===== config.mk =====
export PLATFORM = sky130hd
export DESIGN_NAME = pattern_gen
export DESIGN_NICKNAME = d
export VERILOG_FILES = /design/src/rtl/pattern_gen.sv
export SDC_FILE = /design/constraint.sdc
export NUM_CORES = 1
export LEC_CHECK = 0
export BUFFER_PORTS_ARGS = -buffer_cell sky130_fd_sc_hd__buf_2
export CAP_MARGIN = 5
export CORE_UTILIZATION = 52
export CTS_BUF_LIST = sky130_fd_sc_hd__clkbuf_4
export CTS_CLUSTER_DIAMETER = 30
export DETAILED_ROUTE_END_ITERATION = 12
export PLACE_DENSITY = 0.8
export SLEW_MARGIN = 20
export SYNTH_ARGS = -nofsm -noshare
export SYNTH_HDL_FRONTEND = slang
export SYNTH_SLANG_ARGS = --single-unit

===== constraint.sdc =====
create_clock -name clk -period 4.6 [get_ports clk]
set_input_delay 0.46 -clock clk [delete_from_list [all_inputs] [get_ports clk]]
set_output_delay 0.46 -clock clk [all_outputs]
set_load 0.1 [all_outputs]

===== src/rtl/pattern_gen.sv =====
// Width-configurable test-pattern source: saturating/wrapping count, Galois LFSR or
// constant words, offered on a valid/ready stream with a saturating transfer counter.
module pattern_gen #(
   parameter int unsigned             WIDTH     = 16,
   parameter logic [WIDTH-1:0]        LFSR_TAPS = WIDTH'(16'hB400),
   parameter int unsigned             CNT_W     = 32
) (
   input  logic             clk,
   input  logic             rst_h,
   input  logic             ena,
   input  logic             load,
   input  logic [1:0]       mode,
   input  logic [WIDTH-1:0] step,
   input  logic [WIDTH-1:0] limit,
   input  logic [WIDTH-1:0] seed,
   input  logic             ready,
   output logic [WIDTH-1:0] data,
   output logic             valid,
   output logic             done,
   output logic [CNT_W-1:0] beats
);

   localparam logic [1:0] M_SAT   = 2'd0;
   localparam logic [1:0] M_WRAP  = 2'd1;
   localparam logic [1:0] M_LFSR  = 2'd2;

   typedef enum logic [1:0] {
      S_IDLE = 2'd0,
      S_RUN  = 2'd1,
      S_DONE = 2'd2
   } state_e;

   state_e           state_q, state_d;
   logic [WIDTH-1:0] data_q, data_d;
   logic             valid_q, valid_d;
   logic             done_q, done_d;
   logic [CNT_W-1:0] beats_q, beats_d;

   logic             xfer;
   logic [WIDTH:0]   sum;
   logic [WIDTH-1:0] next_word;

   assign xfer = valid_q & ready;

   // Next pattern word; sum carries one extra bit so overflow compares above limit.
   always_comb begin
      sum       = {1'b0, data_q} + {1'b0, step};
      next_word = data_q;
      case (mode)
         M_SAT: begin
            if ((data_q > limit) || (sum > {1'b0, limit})) next_word = limit;
            else                                           next_word = sum[WIDTH-1:0];
         end
         M_WRAP: begin
            if (sum > {1'b0, limit}) next_word = seed;
            else                     next_word = sum[WIDTH-1:0];
         end
         M_LFSR: begin
            if (data_q == '0)    next_word = WIDTH'(1);
            else if (data_q[0])  next_word = (data_q >> 1) ^ LFSR_TAPS;
            else                 next_word = data_q >> 1;
         end
         default: next_word = data_q;
      endcase
   end

   always_comb begin
      state_d = state_q;
      data_d  = data_q;
      valid_d = valid_q;
      done_d  = done_q;
      beats_d = beats_q;

      if (xfer && (beats_q != '1)) beats_d = beats_q + CNT_W'(1);

      // Load wins over the state machine; a coincident transfer only counts.
      if (load) begin
         data_d  = ((mode == M_LFSR) && (seed == '0)) ? WIDTH'(1) : seed;
         state_d = S_IDLE;
         valid_d = 1'b0;
         done_d  = 1'b0;
      end else begin
         case (state_q)
            S_IDLE: begin
               if (ena) begin
                  state_d = S_RUN;
                  valid_d = 1'b1;
               end
            end
            S_RUN: begin
               if (xfer) data_d = next_word;
               if (xfer && (mode == M_SAT) && (data_q == limit)) begin
                  state_d = S_DONE;
                  valid_d = 1'b0;
                  done_d  = 1'b1;
               end else if (!ena) begin
                  state_d = S_IDLE;
                  valid_d = 1'b0;
               end
            end
            S_DONE: begin
               valid_d = 1'b0;
               done_d  = 1'b1;
            end
            default: begin
               state_d = S_IDLE;
               valid_d = 1'b0;
               done_d  = 1'b0;
            end
         endcase
      end
   end

   always_ff @(posedge clk or posedge rst_h) begin
      if (rst_h) begin
         state_q <= S_IDLE;
         data_q  <= '0;
         valid_q <= 1'b0;
         done_q  <= 1'b0;
         beats_q <= '0;
      end else begin
         state_q <= state_d;
         data_q  <= data_d;
         valid_q <= valid_d;
         done_q  <= done_d;
         beats_q <= beats_d;
      end
   end

   assign data  = data_q;
   assign valid = valid_q;
   assign done  = done_q;
   assign beats = beats_q;

endmodule


* Word level (Yosys, flattened, before mapping)
Index checks and enable logic that the tools add are counted.
** Storage, ports and cells
- Input bits :: 55
- Register bits after elaboration :: 52
- Word-level logic and storage cells :: 60
** Operators by class
- Muxes and demuxes :: 22
- Add/subtract/negate cells :: 2
- Reductions and logical operators :: 16
- Bitwise gates (word level) :: 2
- Magnitude comparators :: 2
- Equality and inequality tests :: 11
** Operators by type and width (number)
- $mux 16 :: 8
- $pmux 16 s3 :: 1
- $add 32x1->32 const B :: 1
- $logic_not 16->1 :: 2
- $ne 32x32->1 const B :: 1
- $add 16x16->17 :: 1
- $gt 17x16->1 :: 1
- $eq 16x16->1 :: 1
- $gt 16x16->1 :: 1
- $mux 2 :: 4
- $mux 1 :: 6
- $ne 3x3->1 const B :: 2
- $pmux 2 s3 :: 1
- $reduce_and 3->1 :: 2
- $eq 2x1->1 const B :: 2
- $eq 2x2->1 const B :: 2
- $logic_and 1x1->1 :: 4
- $logic_not 2->1 :: 2
- $ne 2x2->1 const B :: 2
- $ne 4x4->1 const B :: 1
- $not 3->4 :: 1
- $reduce_and 2->1 :: 2
- $reduce_bool 2->1 :: 2
- $reduce_bool 4->1 :: 1
- 4 further kinds :: 4

* Longest topological paths before layout
- Depth in word-level cells :: 8
- Depth in mapped cells :: 17
- Gate-level depth less buffers :: 16

* Worst setup path after synthesis
Ideal clock, no wire load.
- Path kind :: reg-to-reg
- From :: register data_q[0] (netlist: data[0])
- To :: register data_q[14] (netlist: data[14])
- Path buffers :: 0
- Arrival :: 5.033 ns
- Period minus slack after synthesis :: 5.159 ns
- Slack :: -0.559 ns
- Cell stages (with the launch flop) :: 17
- Library setup time :: 0.126 ns
- Cell sequence :: dfrtp_1 > ha_1 > fa_1 > a21o_1 > a221oi_2 > nand3_1 > a2111o_1 > o311ai_0 > ha_1 > nand2_1 > or4_1 > o32ai_2 > a31oi_4 > nor2_4 > mux2_1 > a221o_1 > a221o_1
** On the way
- Cells in the longest elaborated chain, start to end :: 8
- Elaborated cells between the ends (all ways) :: 12
- Those cells by class :: add/sub (1); order compare (2); mux (7); reduce/logical (2)
** Ends and longest elaborated chain
- from (decl) :: line 34 : logic [WIDTH-1:0] data_q, data_d;
- from (signal assigned) :: line 123 : data_q <= data_d;
- $add 16x16->17 :: line 47 : sum = {1'b0, data_q} + {1'b0, step};
- $gt 17x16->1 :: line 51, 55
- $logic_or 1x1->1 :: line 51 : if ((data_q > limit) || (sum > {1'b0, limit})) next_word = limit;
- $mux 16 :: line 51
- $pmux 16 s3 * :: line 49 : case (mode)
- $mux 16 * :: line 91 : if (xfer) data_d = next_word;
- $mux 16 * :: line 83 : case (state_q)
- $mux 16 * :: line 77 : if (load) begin
Every way passes the cells marked *; elsewhere a longest branch is shown, timed or not. The select of a mux whose other input is x is not followed.
A chain may end at the register's enable or synchronous reset.

* Worst setup path after layout
- From :: register data_q[3] (netlist: data[3])
- To :: register data_q[15] (netlist: data[15])
Same word-level chain as after synthesis.

==> key figures <==
Yosys
  – Synth warnings: 0
  – Synth Flop Type: dfrtp_1
  – Synth top cells by count: ha_1, dfrtp_1, inv_1, xnor2_1, nand2_1
  – Asr flop ratio synth: 100%
  – Syn_nets: 640
  – Count of different cell masters after synthesis: 62
  – Yosys top cell area share: between 20% and 30%
  – Yosys reg bits: 52
  – Synth Cell Area: 4740 um^2
  – Synth area leader: dfrtp_1
  – Top cells by area, synth: dfrtp_1, ha_1, xnor2_1, mux2i_1, inv_1
  – Cells after Synth: 529
  – Sequential element share of the synthesized area: 27.4%
  – Most common cell in the netlist: ha_1
  – Synthesized area per cell: 8.96 um^2
  – EDFF count, synth: 0

Placement
  – Final GP Congestion: 0.922
  – DP Worst Slack: -0.178 ns
  – Placed cell areas: ~5600 um^2
  – IO Port Bufs: 104
  – Dpl hpwl: 11.1 mm
  – Placed cell count: 747

Drt
  – Drt via density: between 6 and 7
  – Residual DRC: 0
  – Vias: 4,792
  – DRT antenna net count: 0
  – Final wirelength: 14.3 mm
  – DR pass1 iterations: 5
  – Wire per inst: 18.8 um
  – DRT iter0 DRCs: 396

GRT
  – GR Overflow Total: 0
  – Largest net degree at the start of global routing: 53
  – Vias in the first global route: 4,776
  – Global-route wire length before repair: 23.4 mm
  – Initial antenna violation count: 0
  – Overall global routing resource usage: 30.3%

Power
  – Pwr dens: between 300 and 400 nW/um^2
  – Total power: between 1.5 and 2 mW
  – P_leak: 2.78 nW
  – Worst vdd ir: 0.000212 V

STA
  – Peak Freq: 225 MHz
  – Worst Tran Pin Value: 0.896 ns
  – Slew HR: roughly 40%
  – Max-slew violation count: 0
  – Fin. Hold Viols: 0
  – Fin Clk Skew: 0.0154 ns
  – Final min period: 4.44 ns
  – Worst hold slack: 0.239 ns
  – Final setup fails: 0
  – Final Cycle Share: between 90% and 100%
  – Final worst slack: around 0.16 ns
  – RSZ-0062 raised after global routing: false

Layout
  – Fill cells: 700
  – Final cell count without fillers: about 760
  – Final instance area: 5770 um^2
  – ANT cells: 0
  – Storage element area: 1320 um^2
  – Multi-input gate area: roughly 3400 um^2
  – # nets final: 763
  – Syn-to-layout area delta: 21.7%
  – Layout cell share with drive strength beyond 1: roughly 28%

CTS
  – CTS tree: yes
  – Clk slew on worst S/H paths: 0.17 ns
  – Worst-case clock buffer depth: 2
  – Root buf cell: clkbuf_4
  – # clock sinks: 52
  – H-tree depth: 2
  – Clk_lat worst skew: around 0.38 ns
  – Hold_buf cts: 0
  – Cts bufs inserted: 5

Worst setup path
  – Max Fanout on Critical Path: 7
  – Critical Path Sink Type: flop
  – CP Launch Type: flop
  – Kind of critical path: reg -> reg
  – Crit path DAT: ~4.7 ns
  – WP data required: 4.87 ns

Floorplanning
  – Starting Density: about 54%
  – Core ar.: roughly 8800 um^2
  – Die W: 97.5 um
  – Chip height: 97.5 um
  – IO Count: 105
  – Row count: 34
  – Die area: around 9500 um^2

Hold path
  – Worst hold path class: in -> async

Run status
  – Status: completed

Run
  – Max Cap Viol: 0
==> cells by family after synthesis <==
group                      count (synthesis)  synth area share [%]
buffers and inverters                     58                  4.70
AOI/OAI and AO/OA                        132                  21.3
and+or+nand+nor                          162                  18.1
DFF                                       52                  27.4
xor gates and xnor gates                  44                  8.13
adders and majority gates                 56                  14.9
muxes                                     25                  5.41
==> power by group <==
group / switching, mW / internal (mW)
logic: 0.704 / 0.395
clock network: 0.166 / 0.0646
registers: 0.0502 / 0.493
total: 0.920 / 0.952
==> layer usage <==
metal  track usage [%]  wire (um)
met5                 0          0
met4              13.2        559
met3              4.68        965
met2              50.3       6750
met1              39.1       6060
==> registers in the layout, summed over array words and instances (netlist names) <==
register and flops:
done 1, valid 1, beats 32, state_q 2, data 16
==> cell usage in the layout, fill, tap and decap left out, types with 4 or more instances in the layout <==
cell type / netlist / layout
and2_1: 9 / 9
nor3_1: 15 / 15
nor4_1: 11 / 11
nand3_1: 23 / 22
clkbuf_4: 0 / 5
inv_1: 40 / 39
o211ai_1: 7 / 7
xnor2_1: 34 / 34
ha_1: 55 / 51
dfrtp_1: 52 / 41
a22oi_1: 4 / 4
nand4_1: 13 / 13
o21ai_0: 21 / 20
o221ai_1: 13 / 12
dfrtp_2: 0 / 11
buf_2: 1 / 104
a221oi_1: 11 / 10
and3_1: 16 / 16
nand2_1: 33 / 33
nor2_1: 25 / 25
xor2_1: 10 / 10
buf_4: 1 / 29
a211oi_1: 6 / 5
a21o_1: 11 / 10
mux2i_1: 20 / 20
a21oi_1: 20 / 20
==> metrics by stage <==
step | setup TNS, ns | util, %
global route | 0 | 65.9
floorplan | 0 | -
CTS | 0 | 64.6
finish | 0 | 65.9
global placement | -0.00134 | 63.9
detailed placement | -1.89 | 63.9
==> worst max-delay path: stages, from the launching register on <==
cell      delay, ns
dfrtp_2        0.50
ha_4           0.27
a21o_1         0.20
a31oi_4        0.21
o21ai_1        0.10
a21o_1         0.18
a211o_1        0.30
and2_1         0.19
ha_1           0.30
nand4_1        0.13
or4_4          0.56
nand2b_4       0.16
a31oi_4        0.28
a211oi_4       0.06
buf_4          0.18
buf_4          0.14
buf_4          0.13
and2_1         0.13
o21ai_0        0.16
o311ai_1       0.14
==> area by class of cell <==
type / count / share of cell area [%]
repair buffers: 134 / 13.0
clock buffers: 5 / 0.650
clock inverters: 3 / 0.477
inverters: 40 / 2.60
flip-flops and latches: 52 / 22.8
well taps: 108 / 2.34
multi-input cells: 419 / 58.2
==> worst paths after layout <==
kind | from | slack, ns | depth (start not counted) | end
min in group clk | seed[10] | 0.34 | 3 | data[10]$_DFFE_PP0P_
min | rst_h | 0.24 | 3 | data[9]$_DFFE_PP0P_
max | data[3]$_DFFE_PP0P_ | 0.16 | 19 | data[15]$_DFFE_PP0P_
max reg2reg | data[3]$_DFFE_PP0P_ | 0.16 | 19 | data[15]$_DFFE_PP0P_
max in group asynchronous | rst_h | 3.86 | 3 | data[1]$_DFFE_PP0P_
min reg2reg | beats[20]$_DFFE_PP0P_ | 0.49 | 1 | beats[20]$_DFFE_PP0P_
==> timing repair <==
action	in CTS	in global routing
pin swaps	0	6
cloned	0	0
setup endpoints to repair	9	16
setup buffers	0	6
gates resized for setup	1	12
endpoints found under the hold margin	0	0
Note: power is estimated with default switching activity, not from simulation.
